**config.mk**
```make
export PLATFORM = sky130hd
export DESIGN_NAME = awg_channel_sequencer
export DESIGN_NICKNAME = d
export VERILOG_FILES = /design/src/rtl/awg_channel_sequencer.sv
export SDC_FILE = /design/constraint.sdc
export NUM_CORES = 1
export LEC_CHECK = 0
export BUFFER_PORTS_ARGS = -buffer_cell sky130_fd_sc_hd__buf_2
export CORE_UTILIZATION = 57
export DETAILED_ROUTE_END_ITERATION = 10
export HOLD_SLACK_MARGIN = 0.15
export MAX_ROUTING_LAYER = met4
export PLACE_DENSITY = 0.85
export SLEW_MARGIN = 0
export SYNTH_ARGS = -nofsm -noshare
export SYNTH_HDL_FRONTEND = slang
export SYNTH_SLANG_ARGS = --single-unit
```
**constraint.sdc**
```tcl
create_clock -name clk_sys -period 5.6 [get_ports clk_sys]
set_clock_uncertainty 0.2 [all_clocks]
set_input_delay 0.28 -clock clk_sys [delete_from_list [all_inputs] [get_ports clk_sys]]
set_output_delay 0.28 -clock clk_sys [all_outputs]
set_load 0.1 [all_outputs]
```
**src/rtl/awg_channel_sequencer.sv**
```systemverilog
// One playback channel: arbitrates a single SRAM port between host writes and
// phase-accumulator playback into a DAC. AWG_WRITE_DURING_RUN_EN lets writes interleave with playback.
module awg_channel_sequencer #(
    parameter int ADDR_W  = 16,
    parameter int DATA_W  = 16,
    parameter int PHASE_W = 32
) (
    input  logic              clk_sys,
    input  logic              rst,
    input  logic              cmd_valid,
    output logic              cmd_ready,
    input  logic [1:0]        cmd_op,
    input  logic [15:0]       cmd_addr,
    input  logic [15:0]       cmd_data,
    output logic [ADDR_W-1:0] sram_addr,
    output logic [DATA_W-1:0] sram_wdata,
    output logic              sram_wdata_oe,
    input  logic [DATA_W-1:0] sram_rdata,
    output logic              sram_we_n,
    output logic              sram_oe_n,
    output logic [DATA_W-1:0] dac_data,
    output logic              dac_clock,
    output logic              running
);

    localparam logic [2:0] S_IDLE = 3'd0;
    localparam logic [2:0] S_W0   = 3'd1;
    localparam logic [2:0] S_W1   = 3'd2;
    localparam logic [2:0] S_W2   = 3'd3;
    localparam logic [2:0] S_P0   = 3'd4;
    localparam logic [2:0] S_P1   = 3'd5;
    localparam logic [2:0] S_P2   = 3'd6;
    localparam logic [2:0] S_P3   = 3'd7;

    localparam logic [1:0] OP_WRITE = 2'd0;
    localparam logic [1:0] OP_LAST  = 2'd1;
    localparam logic [1:0] OP_STEP  = 2'd2;
    localparam logic [1:0] OP_RUN   = 2'd3;

    localparam logic [PHASE_W-1:0] STEP_RST = PHASE_W'(1) << (PHASE_W - ADDR_W);

    logic [2:0]         state;
    logic [2:0]         state_next;
    logic [PHASE_W-1:0] acc;
    logic [PHASE_W-1:0] step;
    logic [ADDR_W-1:0]  last;
    logic [PHASE_W:0]   acc_sum;
    logic               acc_wrap;
    logic               cmd_accept;
    logic               do_write;
    logic               do_start;
    logic               do_stop;
    logic               enter_play;
    logic [ADDR_W-1:0]  play_index;

    // Writes are held off during playback unless interleaving is compiled in.
    always_comb begin
        cmd_ready = 1'b0;
        if (state == S_IDLE) begin
            cmd_ready = 1'b1;
        end else if (state == S_P3) begin
`ifdef AWG_WRITE_DURING_RUN_EN
            cmd_ready = 1'b1;
`else
            cmd_ready = (cmd_op != OP_WRITE);
`endif
        end
    end

    assign cmd_accept = cmd_valid && cmd_ready;

    assign acc_sum  = {1'b0, acc} + {1'b0, step};
    assign acc_wrap = acc_sum[PHASE_W] || (acc_sum[PHASE_W-1 -: ADDR_W] > last);

    always_comb begin
        state_next = state;
        do_write   = 1'b0;
        do_start   = 1'b0;
        do_stop    = 1'b0;
        case (state)
            S_IDLE: begin
                if (cmd_accept && cmd_op == OP_WRITE) begin
                    do_write = 1'b1;
                end
                if (cmd_accept && cmd_op == OP_RUN && cmd_data[0]) begin
                    do_start = 1'b1;
                end
            end
            S_W0: state_next = S_W1;
            S_W1: state_next = S_W2;
            S_W2: state_next = running ? S_P0 : S_IDLE;
            S_P0: state_next = S_P1;
            S_P1: state_next = S_P2;
            S_P2: state_next = S_P3;
            S_P3: begin
                state_next = S_P0;
                if (cmd_accept && cmd_op == OP_WRITE) begin
                    do_write = 1'b1;
                end
                if (cmd_accept && cmd_op == OP_RUN && !cmd_data[0]) begin
                    do_stop = 1'b1;
                end
            end
            default: state_next = S_IDLE;
        endcase
        if (do_write) begin
            state_next = S_W0;
        end
        if (do_start) begin
            state_next = S_P0;
        end
        if (do_stop) begin
            state_next = S_IDLE;
        end
    end

    assign enter_play = (state_next == S_P0) && (state != S_P0);
    assign play_index = do_start ? '0 : acc[PHASE_W-1 -: ADDR_W];

    // Outputs are registered from the next state so each one is valid for the whole state.
    always_ff @(posedge clk_sys) begin
        if (rst) begin
            state         <= S_IDLE;
            sram_we_n     <= 1'b1;
            sram_oe_n     <= 1'b1;
            sram_wdata_oe <= 1'b0;
            sram_addr     <= '0;
            sram_wdata    <= '0;
            dac_data      <= '0;
            dac_clock     <= 1'b0;
            running       <= 1'b0;
            acc           <= '0;
            last          <= '1;
            step          <= STEP_RST;
        end else begin
            state         <= state_next;
            sram_we_n     <= (state_next != S_W1);
            sram_wdata_oe <= (state_next == S_W0) || (state_next == S_W1) || (state_next == S_W2);
            sram_oe_n     <= !((state_next == S_P0) || (state_next == S_P1) || (state_next == S_P2));
            dac_clock     <= (state_next == S_P3);

            if (do_write) begin
                sram_addr  <= ADDR_W'(cmd_addr);
                sram_wdata <= DATA_W'(cmd_data);
            end else if (enter_play) begin
                sram_addr <= play_index;
            end

            if (state == S_P1) begin
                dac_data <= sram_rdata;
            end

            if (do_start) begin
                acc     <= '0;
                running <= 1'b1;
            end else if (state == S_P0) begin
                acc <= acc_wrap ? '0 : acc_sum[PHASE_W-1:0];
            end

            if (do_stop) begin
                running <= 1'b0;
            end

            if (cmd_accept && cmd_op == OP_LAST) begin
                last <= ADDR_W'(cmd_data);
            end
            if (cmd_accept && cmd_op == OP_STEP) begin
                step <= PHASE_W'({cmd_addr, cmd_data});
            end
        end
    end

endmodule

```
* Word-level counts from Yosys, hierarchy flattened
Cells that the tools add are included.
** Storage, ports and cells
- Bits in registers :: 136
- Input port bits :: 53
- Output and inout port bits :: 54
- Word-level logic and storage cells :: 72
** Operators by class
- Add/subtract/negate cells :: 1
- Magnitude comparators :: 1
- Eq/ne operators :: 19
- Multiplexer cells :: 17
- Reductions and logical operators :: 22
** Operator list (count)
- $mux 16 :: 3
- $add 32x32->33 :: 1
- $mux 32 :: 1
- $eq 3x3->1 const B :: 8
- $pmux 3 s7 :: 1
- $gt 16x16->1 :: 1
- $eq 3x2->1 const B :: 4
- $mux 3 :: 4
- $logic_and 1x1->1 :: 8
- $mux 1 :: 8
- $eq 3x1->1 const B :: 2
- $reduce_or 2->1 :: 3
- $logic_or 1x1->1 :: 5
- $eq 2x2->1 const B :: 2
- $reduce_bool 2->1 :: 2
- $logic_not 3->1 :: 1
- $ne 3x2->1 const B :: 1
- $ne 3x3->1 const B :: 1
- $eq 2x1->1 const B :: 1
- $logic_not 1->1 :: 2
- $logic_not 2->1 :: 1

* Depth between registers and ports, before layout
- Depth after elaboration :: 14
- Depth in mapped cells :: 22
- Depth with buffers taken out :: 20

* Worst setup path after synthesis
OpenSTA, ideal clock, no wires.
- Kind :: register -> register
- Start point :: register state[0]
- End point :: register last[10]
- Setup time :: 0.122 ns
- Data arrival time :: 3.993 ns
- Data required time :: 5.278 ns
- Setup slack :: 1.285 ns
- Stages on the path, launching flop included :: 8
- Buffers on the path :: 1
- Period minus slack after synthesis :: 4.315 ns
- Cells stage by stage :: dfxtp_1 ha_1 nand2_1 o21ai_0 nand3_1 clkbuf_1 nand2_1 nand3b_1
** On the way
- Cells in the longest elaborated chain, start to end :: 5
- Elaborated cells between the ends (all ways) :: 6
** Ends and longest elaborated chain
- start: declaration :: RTL line 42 : logic [2:0] state;
- start signal: assignment :: RTL line 136 : state <= state_next;
- $eq 3x3->1 :: RTL line 61 : end else if (state == S_P3) begin
- $mux 1 :: RTL line 61
- $mux 1 (*) :: RTL line 59 : if (state == S_IDLE) begin
- via cmd_ready :: RTL line 11 : output logic cmd_ready,
- $logic_and 1x1->1 (*) :: RTL line 70 : assign cmd_accept = cmd_valid && cmd_ready;
- $logic_and 1x1->1 (*) :: RTL line 164 : if (cmd_accept && cmd_op == OP_LAST) begin
- end signal: assignment :: RTL line 165 : last <= ADDR_W'(cmd_data);
- end: declaration :: RTL line 46 : logic [ADDR_W-1:0] last;
Mark *: on every way through the listed nets, which the timed path passes. The rest lies on a longest branch.
A chain may end at the register's enable or synchronous reset.

* Worst setup path after layout
- Start point :: register acc[1]
- End point :: register acc[24]
** On the way
- Cells in the longest elaborated chain, start to end :: 4
** Ends and longest elaborated chain
- start: declaration :: RTL line 44 : logic [PHASE_W-1:0] acc;
- start signal: assignment :: RTL line 157 : acc <= acc_wrap ? '0 : acc_sum[PHASE_W-1:0];
- $add 32x32->33 (*) :: RTL line 72 : assign acc_sum = {1'b0, acc} + {1'b0, step};
- $gt 16x16->1 :: RTL line 73 : assign acc_wrap = acc_sum[PHASE_W] || (acc_sum[PHASE_W-1 -: ADDR_W] > last);
- $logic_or 1x1->1 :: RTL line 73
- $mux 32 (*) :: RTL line 157
Every way passes the cells marked *; elsewhere a longest branch is shown, timed or not.

==> out/qor.txt <==
CP required = 5740 ps
PD cells = 326.7 nW/um^2
first-pass GRT wire length = 32.05 mm
fmax = 0.2020 GHz
FF/Latch Area = 2723 sq um
asr flop ratio synth = 0%
# DRC = 0
Initial Utilization = 58.66%
status = complete, no violations
number of flops mapped to enable cells by yosys = 0
register area share after synthesis = 38.48%
Synth Area per Inst = 8.170 sq um
Reg clk slew, reported paths = 60 ps
Slew @ Worst Pin = 1128 ps
syn nets = 972
Worst-Skew Late Latency = 420 ps
I/O Pins = 107
Worst Hold Launch = cmd_valid
area taken by multi-input logic gates = 4041 sq um
antenna cell count = 0
Post-DRT Antenna Nets = 0
max cap viols = 0
final layout net count = 1,102
max-slew violation count = 0
CP Launch Type = flop
CTS tree = yes
initial antenna violation count = 0
Crit Path Category = flop to flop
Hold Crit Depth = 5
share of cells above drive strength 1 = 16.55%
Avg Vias per Cell = 5.827
die area = 12,860 sq um
Worst VDD drop = 0.3228 mV
largest net degree at the start of global routing = 62
Routed wire per std cell = 16.53 um
DIE WIDTH = 113.4 um
Layout fillers = 893
post-cts resize count = 0
Hold Path Class = input pin to flop
Sink Count = 136
top cells by area, synth = dfxtp_1 (38%), nand2_1 (10%), ha_1 (9.2%)
Mapped Area = 7076 sq um
num rows = 40
area share of the largest cell type after synthesis = 38.48%
TritonCTS buffer count = 17
R2R Path End = acc[24]
port bufs = 106
Rel. slew slack = 24.39%
Most used DFF post-synth = dfxtp_1
Initial DRC Count = 585
Gate Count Post-Synth = 866
Max clock buf depth = 2
hold endpoint = sram_wdata[15]
min Tclk post-route = 4950 ps
final setup fails = 0
CTS hold repair buffers = 49
Overall Global Routing Usage = 32.12%
root buf cell = clkbuf_16
area growth from synthesis to layout = 23.57%
dpl hpwl = 12.38 mm
RD Place Congestion = 0.9378
core footprint = 12,060 sq um
Pleak = 3.893 nW
Ys Warns = 0
Unique masters post-synth = 62
number of synthesized register bits = 136
crit path DAT = 5090 ps
total negative slack = 0 ps
vias in the first global route = 6,743
CP endpoint kind = flop
drt total wl = 19.45 mm
# H-tree levels = 4
DR vias = 6,858
Worst R2R Start = acc[1]
unrepaired setup endpoints after global routing = no
grt total ovfl = 0
DRT Pass-1 Iters = 8
setup bufs post-CTS = 0
R2R setup slack = 650 ps
Worst R2R Path Depth = 20
CP max FO = 26
final cell utilization of the core = 72.49%
final hold violation count = 0
chip height = 113.4 um
final period utilization = 88.40%
area leader, netlist = dfxtp_1
==> logic make-up after synthesis <==
| group | count (synthesis) | share of synthesized area [%] |
|---|---|---|
| simple gates | 345 | 22.05 |
| compound gates | 229 | 22.37 |
| flops | 136 | 38.48 |
| buf+inv | 77 | 4.403 |
| fa+ha+maj | 53 | 9.478 |
| xor+xnor | 26 | 3.218 |
==> cell usage in the layout (no fill, tap or decap), drive strengths merged, types with 3 or more instances in the layout <==
cell type	Yosys	layout
a211oi	8	8
a21o	15	15
a21oi	105	105
a222oi	16	16
a22oi	24	24
a32o	3	3
and2	6	6
and3	4	4
buf	6	112
clkbuf	44	22
clkinv	0	6
dfxtp	136	136
dlygate4sd3	0	49
ha	52	52
inv	27	28
nand2	193	193
nand3	14	14
nand3b	17	17
nand4	14	14
nor2	67	67
nor2b	6	6
nor3	9	9
o211ai	4	4
o21a	6	6
o21ai	22	22
o21bai	7	7
o31ai	3	3
or4b	3	3
xnor2	17	17
xor2	9	9
==> area by class of cell <==
cell class                 instances  area share, %
inverter                          27          1.159
multi-input combinational        653          46.22
clock buffer                      22          5.538
clock inverter                    10          1.345
tap                              168          2.404
sequential                       136          31.14
timing repair buffer             161          12.19
==> critical path: stages (launching register included) <==
cell	delay, ps
dfxtp_1	340
ha_1	330
a211oi_2	230
nor2_1	130
o31ai_4	310
o21ai_1	190
a2bb2oi_2	210
o221ai_1	240
a221oi_2	310
xnor2_1	180
ha_1	280
nand2_1	100
nor2_1	50
a211oi_1	210
o21ai_0	110
a211oi_1	230
a21oi_1	100
a211oi_2	390
buf_4	390
o311ai_0	190
a21oi_1	150
==> metal layers <==
| metal | track usage, % | up-vias | routed length, um |
|---|---|---|---|
| li1 | - | 3307 | - |
| met1 | 37.22 | 3198 | 8100 |
| met2 | 54.97 | 303 | 9695 |
| met3 | 6.642 | 50 | 1177 |
| met4 | 11.84 | 0 | 476 |
| met5 | - | - | 0 |
==> metrics by stage <==
| stage | total power, mW | cell area (sq um) | setup WS (ps) | hold WS [ps] | std cells |
|---|---|---|---|---|---|
| finish | 2.857 | 8743 | 649.7 | 205.8 | 1177 |
| global route | 2.955 | 8743 | 189.1 | 251.3 | 1177 |
| CTS | 2.849 | 8743 | 795.0 | 196.2 | 1177 |
| detailed placement | 1.701 | 7651 | 859.9 | 244.0 | 1096 |
| global placement | 1.687 | 7651 | 980.8 | 238.3 | 1096 |
| floorplan | 1.572 | 7076 | 1285 | 200.8 | 866 |
==> cells in the mapped netlist (all sizes together) (7+ instances only) <==
library cell,count
a22oi,24
nand4,14
clkbuf,44
a222oi,16
xnor2,17
inv,27
a211oi,8
nand2,193
a21oi,105
xor2,9
o21bai,7
nand3,14
nand3b,17
dfxtp,136
ha,52
a21o,15
o21ai,22
nor3,9
nor2,67
==> registers in the layout, summed over array words and instances, names as in the netlist <==
| signal | count |
|---|---|
| acc | 32 |
| step | 32 |
| dac_data | 16 |
| last | 16 |
| sram_addr | 16 |
| sram_wdata | 16 |
| state | 3 |
| dac_clock | 1 |
| running | 1 |
| sram_oe_n | 1 |
| sram_wdata_oe | 1 |
| sram_we_n | 1 |
==> how the worst max path moves through the flow <==
stage	from	end	slack [ps]	cells past startpoint
final	acc[1]	acc[24]	650	20
after global routing	acc[0]	acc[24]	190	21
after CTS	acc[1]	acc[25]	790	20
after detailed placement	acc[1]	acc[25]	860	20
after global placement	acc[1]	acc[25]	980	20
after floorplan	state[0]	last[10]	1280	7
==> power by group <==
group	switching (mW)	total (mW)	internal (mW)	leakage, nW
Sequential	0.0386	1.07	1.03	1.10
Clock	0.425	1.13	0.704	0.296
Combinational	0.483	0.663	0.180	2.49
Total	0.946	2.86	1.91	3.89
Note: power is estimated with default switching activity, not from simulation.
